===== src/rtl/pid_pkg.sv =====
// Shared types and constants for the attitude PID sequencer and its MAC datapath.
package pid_pkg;
    typedef enum logic [2:0] {IDLE, ERR, WAIT, MAC, OUT} state_t;

    localparam int TERM_P = 0;
    localparam int TERM_I = 1;
    localparam int TERM_D = 2;

    localparam int AXIS_PITCH = 0;
    localparam int AXIS_ROLL  = 1;
    localparam int AXIS_YAW   = 2;
    localparam int NUM_AXES   = 3;

    localparam int DEFAULT_W     = 24;
    localparam int DEFAULT_KW    = 16;
    localparam int DEFAULT_KFRAC = 8;
    localparam int DEFAULT_OW    = 16;
endpackage


===== src/rtl/pid_sequencer_if.sv =====
// Sample handshake, error/gain inputs and command outputs of the PID sequencer.
interface pid_sequencer_if
    import pid_pkg::*;
#(
    parameter int W  = DEFAULT_W,
    parameter int KW = DEFAULT_KW,
    parameter int OW = DEFAULT_OW
);
    logic                 sample_valid;
    logic                 sample_ready;
    logic                 err_en;
    logic [3*W-1:0]       p_err;
    logic [3*W-1:0]       i_err;
    logic [3*W-1:0]       d_err;
    logic [3*KW-1:0]      kp;
    logic [3*KW-1:0]      ki;
    logic [3*KW-1:0]      kd;
    logic                 clr_overrun;
    logic signed [OW-1:0] u_pitch;
    logic signed [OW-1:0] u_roll;
    logic signed [OW-1:0] u_yaw;
    logic                 u_valid;
    logic [2:0]           sat;
    logic                 busy;
    logic                 overrun;

    modport master (
        output sample_valid, p_err, i_err, d_err, kp, ki, kd, clr_overrun,
        input  sample_ready, err_en, u_pitch, u_roll, u_yaw, u_valid, sat, busy, overrun
    );

    modport slave (
        input  sample_valid, p_err, i_err, d_err, kp, ki, kd, clr_overrun,
        output sample_ready, err_en, u_pitch, u_roll, u_yaw, u_valid, sat, busy, overrun
    );
endinterface


===== src/rtl/pid_mac.sv =====
// Shared signed multiply-accumulate with floor shift and symmetric output saturation.
module pid_mac
    import pid_pkg::*;
#(
    parameter int W     = DEFAULT_W,
    parameter int KW    = DEFAULT_KW,
    parameter int KFRAC = DEFAULT_KFRAC,
    parameter int OW    = DEFAULT_OW
) (
    input  logic                 clk,
    input  logic                 rst,
    input  logic                 en,
    input  logic                 load,
    input  logic signed [W-1:0]  err,
    input  logic signed [KW-1:0] gain,
    output logic signed [OW-1:0] result,
    output logic                 clamped
);
    localparam int PW = W + KW;
    localparam int AW = PW + 2;
    localparam logic signed [AW-1:0] MAX_OUT = {{(AW-OW+1){1'b0}}, {(OW-1){1'b1}}};
    localparam logic signed [AW-1:0] MIN_OUT = {{(AW-OW+1){1'b1}}, {(OW-1){1'b0}}};

    logic signed [PW-1:0] product;
    logic signed [AW-1:0] product_ext;
    logic signed [AW-1:0] acc_reg;
    logic signed [AW-1:0] acc_next;
    logic signed [AW-1:0] shifted;

    assign product     = err * gain;
    assign product_ext = {{(AW-PW){product[PW-1]}}, product};
    assign acc_next    = load ? product_ext : acc_reg + product_ext;
    // The result is taken from acc_next so the D term's edge can store it directly.
    assign shifted     = acc_next >>> KFRAC;

    always_comb begin
        result  = shifted[OW-1:0];
        clamped = 1'b0;
        if (shifted > MAX_OUT) begin
            result  = MAX_OUT[OW-1:0];
            clamped = 1'b1;
        end else if (shifted < MIN_OUT) begin
            result  = MIN_OUT[OW-1:0];
            clamped = 1'b1;
        end
    end

    always_ff @(posedge clk or posedge rst) begin
        if (rst) begin
            acc_reg <= '0;
        end else if (en) begin
            acc_reg <= acc_next;
        end
    end
endmodule


===== src/rtl/pid_sequencer.sv =====
// Attitude PID sequencer: triggers error calculation, snapshots errors/gains and
// time-multiplexes one MAC over 3 axes x 3 terms to produce saturated commands.
module pid_sequencer
    import pid_pkg::*;
#(
    parameter int W       = DEFAULT_W,
    parameter int KW      = DEFAULT_KW,
    parameter int KFRAC   = DEFAULT_KFRAC,
    parameter int OW      = DEFAULT_OW,
    parameter int ERR_LAT = 1
) (
    input  logic          clk,
    input  logic          rst,
    pid_sequencer_if.slave bus
);
    localparam int WCW = (ERR_LAT > 1) ? $clog2(ERR_LAT) : 1;
    localparam logic [WCW-1:0] WAIT_LOAD = WCW'(ERR_LAT - 1);

    state_t state_reg, state_next;
    logic [WCW-1:0] wait_cnt_reg, wait_cnt_next;
    logic [1:0] axis_reg, axis_next;
    logic [1:0] term_reg, term_next;
    logic capture, mac_en, last_mac;

    logic signed [W-1:0]  p_axis [NUM_AXES];
    logic signed [W-1:0]  i_axis [NUM_AXES];
    logic signed [W-1:0]  d_axis [NUM_AXES];
    logic signed [KW-1:0] kp_axis [NUM_AXES];
    logic signed [KW-1:0] ki_axis [NUM_AXES];
    logic signed [KW-1:0] kd_axis [NUM_AXES];

    logic signed [W-1:0]  err_snap_reg  [NUM_AXES][3];
    logic signed [KW-1:0] gain_snap_reg [NUM_AXES][3];
    logic signed [OW-1:0] shadow_reg [NUM_AXES];
    logic [NUM_AXES-1:0]  shadow_sat_reg;
    logic signed [OW-1:0] u_reg [NUM_AXES];
    logic [NUM_AXES-1:0]  sat_reg;
    logic                 u_valid_reg;
    logic                 overrun_reg;

    logic signed [OW-1:0] mac_result;
    logic                 mac_clamped;

    for (genvar gi = 0; gi < NUM_AXES; gi++) begin : g_axis
        assign p_axis[gi]  = bus.p_err[gi*W +: W];
        assign i_axis[gi]  = bus.i_err[gi*W +: W];
        assign d_axis[gi]  = bus.d_err[gi*W +: W];
        assign kp_axis[gi] = bus.kp[gi*KW +: KW];
        assign ki_axis[gi] = bus.ki[gi*KW +: KW];
        assign kd_axis[gi] = bus.kd[gi*KW +: KW];
    end

    assign bus.sample_ready = (state_reg == IDLE);
    assign bus.busy         = (state_reg != IDLE);
    assign bus.err_en       = (state_reg == ERR);
    assign bus.u_pitch      = u_reg[AXIS_PITCH];
    assign bus.u_roll       = u_reg[AXIS_ROLL];
    assign bus.u_yaw        = u_reg[AXIS_YAW];
    assign bus.sat          = sat_reg;
    assign bus.u_valid      = u_valid_reg;
    assign bus.overrun      = overrun_reg;

    always_comb begin
        state_next    = state_reg;
        wait_cnt_next = wait_cnt_reg;
        axis_next     = axis_reg;
        term_next     = term_reg;
        capture       = 1'b0;
        mac_en        = 1'b0;
        last_mac      = 1'b0;
        case (state_reg)
            IDLE: if (bus.sample_valid) state_next = ERR;
            ERR: begin
                state_next    = WAIT;
                wait_cnt_next = WAIT_LOAD;
            end
            WAIT: begin
                if (wait_cnt_reg == '0) begin
                    capture    = 1'b1;
                    state_next = MAC;
                    axis_next  = 2'(AXIS_PITCH);
                    term_next  = 2'(TERM_P);
                end else begin
                    wait_cnt_next = wait_cnt_reg - 1'b1;
                end
            end
            MAC: begin
                mac_en = 1'b1;
                if (term_reg == 2'(TERM_D)) begin
                    term_next = 2'(TERM_P);
                    axis_next = axis_reg + 1'b1;
                    if (axis_reg == 2'(AXIS_YAW)) begin
                        last_mac   = 1'b1;
                        state_next = OUT;
                    end
                end else begin
                    term_next = term_reg + 1'b1;
                end
            end
            OUT:     state_next = IDLE;
            default: state_next = IDLE;
        endcase
    end

    always_ff @(posedge clk or posedge rst) begin
        if (rst) begin
            state_reg    <= IDLE;
            wait_cnt_reg <= '0;
            axis_reg     <= '0;
            term_reg     <= '0;
        end else begin
            state_reg    <= state_next;
            wait_cnt_reg <= wait_cnt_next;
            axis_reg     <= axis_next;
            term_reg     <= term_next;
        end
    end

    always_ff @(posedge clk or posedge rst) begin
        if (rst) begin
            for (int a = 0; a < NUM_AXES; a++) begin
                for (int t = 0; t < 3; t++) begin
                    err_snap_reg[a][t]  <= '0;
                    gain_snap_reg[a][t] <= '0;
                end
            end
        end else if (capture) begin
            for (int a = 0; a < NUM_AXES; a++) begin
                err_snap_reg[a][TERM_P]  <= p_axis[a];
                err_snap_reg[a][TERM_I]  <= i_axis[a];
                err_snap_reg[a][TERM_D]  <= d_axis[a];
                gain_snap_reg[a][TERM_P] <= kp_axis[a];
                gain_snap_reg[a][TERM_I] <= ki_axis[a];
                gain_snap_reg[a][TERM_D] <= kd_axis[a];
            end
        end
    end

    pid_mac #(.W(W), .KW(KW), .KFRAC(KFRAC), .OW(OW)) u_mac (
        .clk     (clk),
        .rst     (rst),
        .en      (mac_en),
        .load    (term_reg == 2'(TERM_P)),
        .err     (err_snap_reg[axis_reg][term_reg]),
        .gain    (gain_snap_reg[axis_reg][term_reg]),
        .result  (mac_result),
        .clamped (mac_clamped)
    );

    always_ff @(posedge clk or posedge rst) begin
        if (rst) begin
            for (int a = 0; a < NUM_AXES; a++) begin
                shadow_reg[a] <= '0;
                u_reg[a]      <= '0;
            end
            shadow_sat_reg <= '0;
            sat_reg        <= '0;
            u_valid_reg    <= 1'b0;
            overrun_reg    <= 1'b0;
        end else begin
            u_valid_reg <= 1'b0;
            if (mac_en && term_reg == 2'(TERM_D)) begin
                shadow_reg[axis_reg]     <= mac_result;
                shadow_sat_reg[axis_reg] <= mac_clamped;
            end
            // Yaw bypasses its shadow so the commands are already valid during OUT.
            if (last_mac) begin
                u_reg[AXIS_PITCH] <= shadow_reg[AXIS_PITCH];
                u_reg[AXIS_ROLL]  <= shadow_reg[AXIS_ROLL];
                u_reg[AXIS_YAW]   <= mac_result;
                sat_reg           <= {mac_clamped, shadow_sat_reg[AXIS_ROLL], shadow_sat_reg[AXIS_PITCH]};
                u_valid_reg       <= 1'b1;
            end
            if (bus.sample_valid && state_reg != IDLE) begin
                overrun_reg <= 1'b1;
            end else if (bus.clr_overrun) begin
                overrun_reg <= 1'b0;
            end
        end
    end
endmodule


===== src/flat_wrapper.sv =====
// flat-port wrapper written by rule: the top's interface ports become plain ports
module pid_sequencer_flat import pid_pkg::*;
#(
    parameter int W       = DEFAULT_W,
    parameter int KW      = DEFAULT_KW,
    parameter int KFRAC   = DEFAULT_KFRAC,
    parameter int OW      = DEFAULT_OW,
    parameter int ERR_LAT = 1
)
  (clk, rst, bus_sample_valid, bus_p_err, bus_i_err, bus_d_err, bus_kp, bus_ki, bus_kd, bus_clr_overrun, bus_sample_ready, bus_err_en, bus_u_pitch, bus_u_roll, bus_u_yaw, bus_u_valid, bus_sat, bus_busy, bus_overrun);
  pid_sequencer_if #(.W(W), .KW(KW), .OW(OW)) bus_i ();
  input  logic clk;
  input  logic rst;
  input wire logic [$bits(bus_i.sample_valid)-1:0] bus_sample_valid;
  input wire logic [$bits(bus_i.p_err)-1:0] bus_p_err;
  input wire logic [$bits(bus_i.i_err)-1:0] bus_i_err;
  input wire logic [$bits(bus_i.d_err)-1:0] bus_d_err;
  input wire logic [$bits(bus_i.kp)-1:0] bus_kp;
  input wire logic [$bits(bus_i.ki)-1:0] bus_ki;
  input wire logic [$bits(bus_i.kd)-1:0] bus_kd;
  input wire logic [$bits(bus_i.clr_overrun)-1:0] bus_clr_overrun;
  output wire logic [$bits(bus_i.sample_ready)-1:0] bus_sample_ready;
  output wire logic [$bits(bus_i.err_en)-1:0] bus_err_en;
  output wire logic [$bits(bus_i.u_pitch)-1:0] bus_u_pitch;
  output wire logic [$bits(bus_i.u_roll)-1:0] bus_u_roll;
  output wire logic [$bits(bus_i.u_yaw)-1:0] bus_u_yaw;
  output wire logic [$bits(bus_i.u_valid)-1:0] bus_u_valid;
  output wire logic [$bits(bus_i.sat)-1:0] bus_sat;
  output wire logic [$bits(bus_i.busy)-1:0] bus_busy;
  output wire logic [$bits(bus_i.overrun)-1:0] bus_overrun;
  assign bus_i.sample_valid = bus_sample_valid;
  assign bus_i.p_err = bus_p_err;
  assign bus_i.i_err = bus_i_err;
  assign bus_i.d_err = bus_d_err;
  assign bus_i.kp = bus_kp;
  assign bus_i.ki = bus_ki;
  assign bus_i.kd = bus_kd;
  assign bus_i.clr_overrun = bus_clr_overrun;
  assign bus_sample_ready = bus_i.sample_ready;
  assign bus_err_en = bus_i.err_en;
  assign bus_u_pitch = bus_i.u_pitch;
  assign bus_u_roll = bus_i.u_roll;
  assign bus_u_yaw = bus_i.u_yaw;
  assign bus_u_valid = bus_i.u_valid;
  assign bus_sat = bus_i.sat;
  assign bus_busy = bus_i.busy;
  assign bus_overrun = bus_i.overrun;
  pid_sequencer #(.W(W), .KW(KW), .KFRAC(KFRAC), .OW(OW), .ERR_LAT(ERR_LAT)) u_core (.clk(clk), .rst(rst), .bus(bus_i));
endmodule

===== config.mk =====
export PLATFORM = sky130hd
export DESIGN_NAME = pid_sequencer_flat
export DESIGN_NICKNAME = d
export VERILOG_FILES = /design/src/rtl/pid_pkg.sv /design/src/rtl/pid_sequencer_if.sv /design/src/rtl/pid_mac.sv /design/src/rtl/pid_sequencer.sv /design/src/flat_wrapper.sv
export SDC_FILE = /design/constraint.sdc
export NUM_CORES = 2
export LEC_CHECK = 0
export ABC_AREA = 1
export CAP_MARGIN = 20
export CORE_MARGIN = 2
export CORE_UTILIZATION = 45
export DETAILED_ROUTE_END_ITERATION = 8
export PLACE_DENSITY_LB_ADDON = 0.3
export SETUP_SLACK_MARGIN = 0.05
export SLEW_MARGIN = 15
export SYNTH_ARGS = -nofsm -noshare
export SYNTH_HDL_FRONTEND = slang
export SYNTH_SLANG_ARGS = --single-unit
export TNS_END_PERCENT = 1

===== constraint.sdc =====
create_clock -name clk -period 32.4 [get_ports clk]
set_input_delay 9.72 -clock clk [delete_from_list [all_inputs] [get_ports clk]]
set_output_delay 9.72 -clock clk [all_outputs]
set_load 0.02 [all_outputs]

==> impl_results.md <==
* CTS H-tree depth at 2
* Outcome: finished, final reports clean
* Largest register FFs at 216
* Actual transition at the worst max-transition pin at 1140 ps
* Sequential area share after synthesis at 30.5%
* Violation count after the first detailed-routing iteration at approximately 3500
* Clock tree from TritonCTS: done
* Final Slew Violations at 0
* Initial standard-cell utilization of the core at 45.3%
* Worst slew margin relative to its limit at 23.7%
* Die footprint at 92900 µm²
* Highest clock rate at about 80 MHz
* Final non-filler cell total at about 7100
* Number of antenna violations at the first check in global routing at 10
* Total of cells resized after clock tree synthesis at 0
* Crit-path most repeated cell: sky130_fd_sc_hd__nand2_1
* Unrepaired setup endpoints after global routing: false
* Stage delay of the slowest cell on the critical path at roughly 810 ps
* Routed vias/inst at 5.11
* Required time worst endpoint at 32910 ps
* Class of the most critical hold timing path: flip-flop to flip-flop
* Buffers on Ports at 419
* M1 WL at around 55 mm
* Latest clock arrival within the worst-skew pair at approximately 670 ps
* Synthesized cell area at just over 40000 µm²
* Number of cells on the worst reg-to-reg path at 45
* Worst hold path cell count at 2
* TritonCTS Sinks at between 400 and 500
* Post-route setup TNS at 0 ps
* Quantity of hold-fixing buffers added after cts at 0
* Worst setup SP type: flip-flop
* Register clock-pin slew on the reported worst setup and hold paths at 60 ps
* Pre-Repair DR Iteration Count at 8
* Synthesis-to-finish area growth at 17.6%
* Number of global-route vias before repair at about 37000
* Layout cell share with drive strength beyond 1 at 3.42%
* Die extent in x at 305 µm
* Number of standard cells after synthesis at about 5600
* Global-route congestion overflow total at 0
* Ratio of final minimum period to clock period at 38.7%
* Area of the core at 89900 µm²
* Clock tree root driver cell: sky130_fd_sc_hd__clkbuf_16
* Half-perimeter wire length after placement at between 90 and 100 mm
* Maximum clock skew at final layout at 40.4 ps
* Data arrival time of the critical path at approximately 13000 ps
* Warnings from Yosys at 0
* Number of failing hold endpoints at the final stage at 0
* Maximum number of pins on one net before global-route repair at 236
* Post-placement cell count at 7028
* CP Class: flip-flop to flip-flop
* Largest fanout on the critical path at 48
* EDFF count, synth at 0
* Total global-route track usage at about 28%
* Slowest stage cell on the critical path: sky130_fd_sc_hd__fa_1
* Synth top cells by count: sky130_fd_sc_hd__nand2_1, sky130_fd_sc_hd__inv_1, sky130_fd_sc_hd__dfrtp_1, sky130_fd_sc_hd__o21ai_0, sky130_fd_sc_hd__fa_1
* Net Count, Synth at 6509
* I/O pin cnt at 420
* Avg Synthesized Cell Area at just over 7 µm²
* Setup fix buffers added after clock tree synthesis at 0
* Number of placement rows at 110
* Primary FF master, synth: sky130_fd_sc_hd__dfrtp_1
* Die boundary height at 305 µm
* Net total in the final layout at 6792
* Biggest area contributors in the synthesized netlist: sky130_fd_sc_hd__dfrtp_1, sky130_fd_sc_hd__nand2_1, sky130_fd_sc_hd__fa_1
* Maximum buffer depth of the clock tree at 3
* Largest area contributor in the synthesized netlist: sky130_fd_sc_hd__dfrtp_1
* Routed wire length on met3 at a little under 9 mm
* Number of failing setup endpoints in the final timing report at 0
* Highest metal layer used by the detailed router: met4
* Async set or reset register ratio after synthesis at 100%
* Area share of the largest cell type after synthesis at 30.5%
* Seq cells post-synth at just under 500
* DR DRC count at 0
* Number of library cell types mapped by synthesis at 41
* Final GP Congestion at 0.932
* Detailed-route via count at around 37000
* Critical Path Sink Type: flip-flop
* Most common cell in the synthesized netlist: sky130_fd_sc_hd__nand2_1
* Routed wirelength normalized by instance count at between 15 and 20 µm
* Detailed-route wire length at 130 mm
* Number of buffers added by the clock tree synthesis step at 56
* Post-layout minimum cycle time at between 10000 and 15000 ps
* First-pass GRT wire length at 207 mm
* Number of routed nets with antenna violations at 0
* Met2 wire len at 60.8 mm
* Count of max-cap constraint violations at 0
## worst max-delay path, delay by kind of cell, from the launching register on
family,cells,cell delay (ps)
simple gates,28,5490
flops,1,340
buf+inv,9,2410
fa+ha+maj,8,4130
## cells by family after synthesis
kind of cell / synth area share, %
AO/OA/AOI/OAI: 9.00
XOR/XNOR: 0.623
adder cells (fa/ha/maj): 22.8
buffers and inverters: 12.2
flip-flops: 30.5
AND/OR/NAND/NOR: 24.9
## layout make-up
cell class,count,area [µm²]
Antenna cell,10,25.0
Clock buffer,76,1610
Clock inverter,29,353
Fill cell,8648,42000
Inverter,1083,4080
Multi-Input combinational cell,3815,23400
Sequential cell,496,12400
Tap cell,1176,1470
Timing Repair Buffer,459,4540
## placed cells by master, fill, tap and decap left out, drive strengths merged, types with 2 or more instances in the layout
cell type	instances
nand2	2098
o21bai	8
buf	40
a31oi	12
nor2	240
or2	14
o21ai	396
nor3	11
clkinv	18
a22o	7
clkbuf	76
xnor2	17
a21oi	203
inv	1082
dfrtp	496
and3	2
bufinv	5
ha	142
clkinvlp	7
clkdlybuf4s50	419
nand4	21
xor2	12
diode	10
o22ai	39
a22oi	2
nand3	173
and2	12
nand3b	5
fa	375
nor4	2
a21o	2
a211o	18
## per-stage QoR
step | worst slack, ps | hold slack [ps] | cell area (µm²) | util [%]
after global routing | 19200 | 476 | 47900 | 53.3
final | 19860 | 466 | 47900 | 53.3
after detailed placement | 18740 | 453 | 45900 | 51.0
after floorplan | 8830 | 437 | 40700 | -
after global placement | 18770 | 448 | 45900 | 51.0
after CTS | 19450 | 468 | 47800 | 53.2
## per-layer routing
metal | vias up | GRT usage (%)
met5 | - | 0
met4 | 0 | 12.5
met3 | 261 | 3.66
met2 | 1228 | 46.3
met1 | 17600 | 38.1
li1 | 17400 | -
## path summary, 6_finish.rpt
kind / to / from / slack [ps]
max reg2reg: u_core.shadow_reg[33] / u_core.axis_reg[0] / 19860
max: u_core.shadow_reg[33] / u_core.axis_reg[0] / 19860
min in group asynchronous: u_core.err_snap_reg[189] / rst / 9580
min reg2reg: u_core.gain_snap_reg[43] / u_core.gain_snap_reg[43] / 470
min: u_core.gain_snap_reg[43] / u_core.gain_snap_reg[43] / 470
max in group asynchronous: u_core.u_mac.acc_reg[39] / rst / 20150
Power is not shown: default switching activity piles up to over one toggle a cycle in this logic, so the estimate is an artifact.
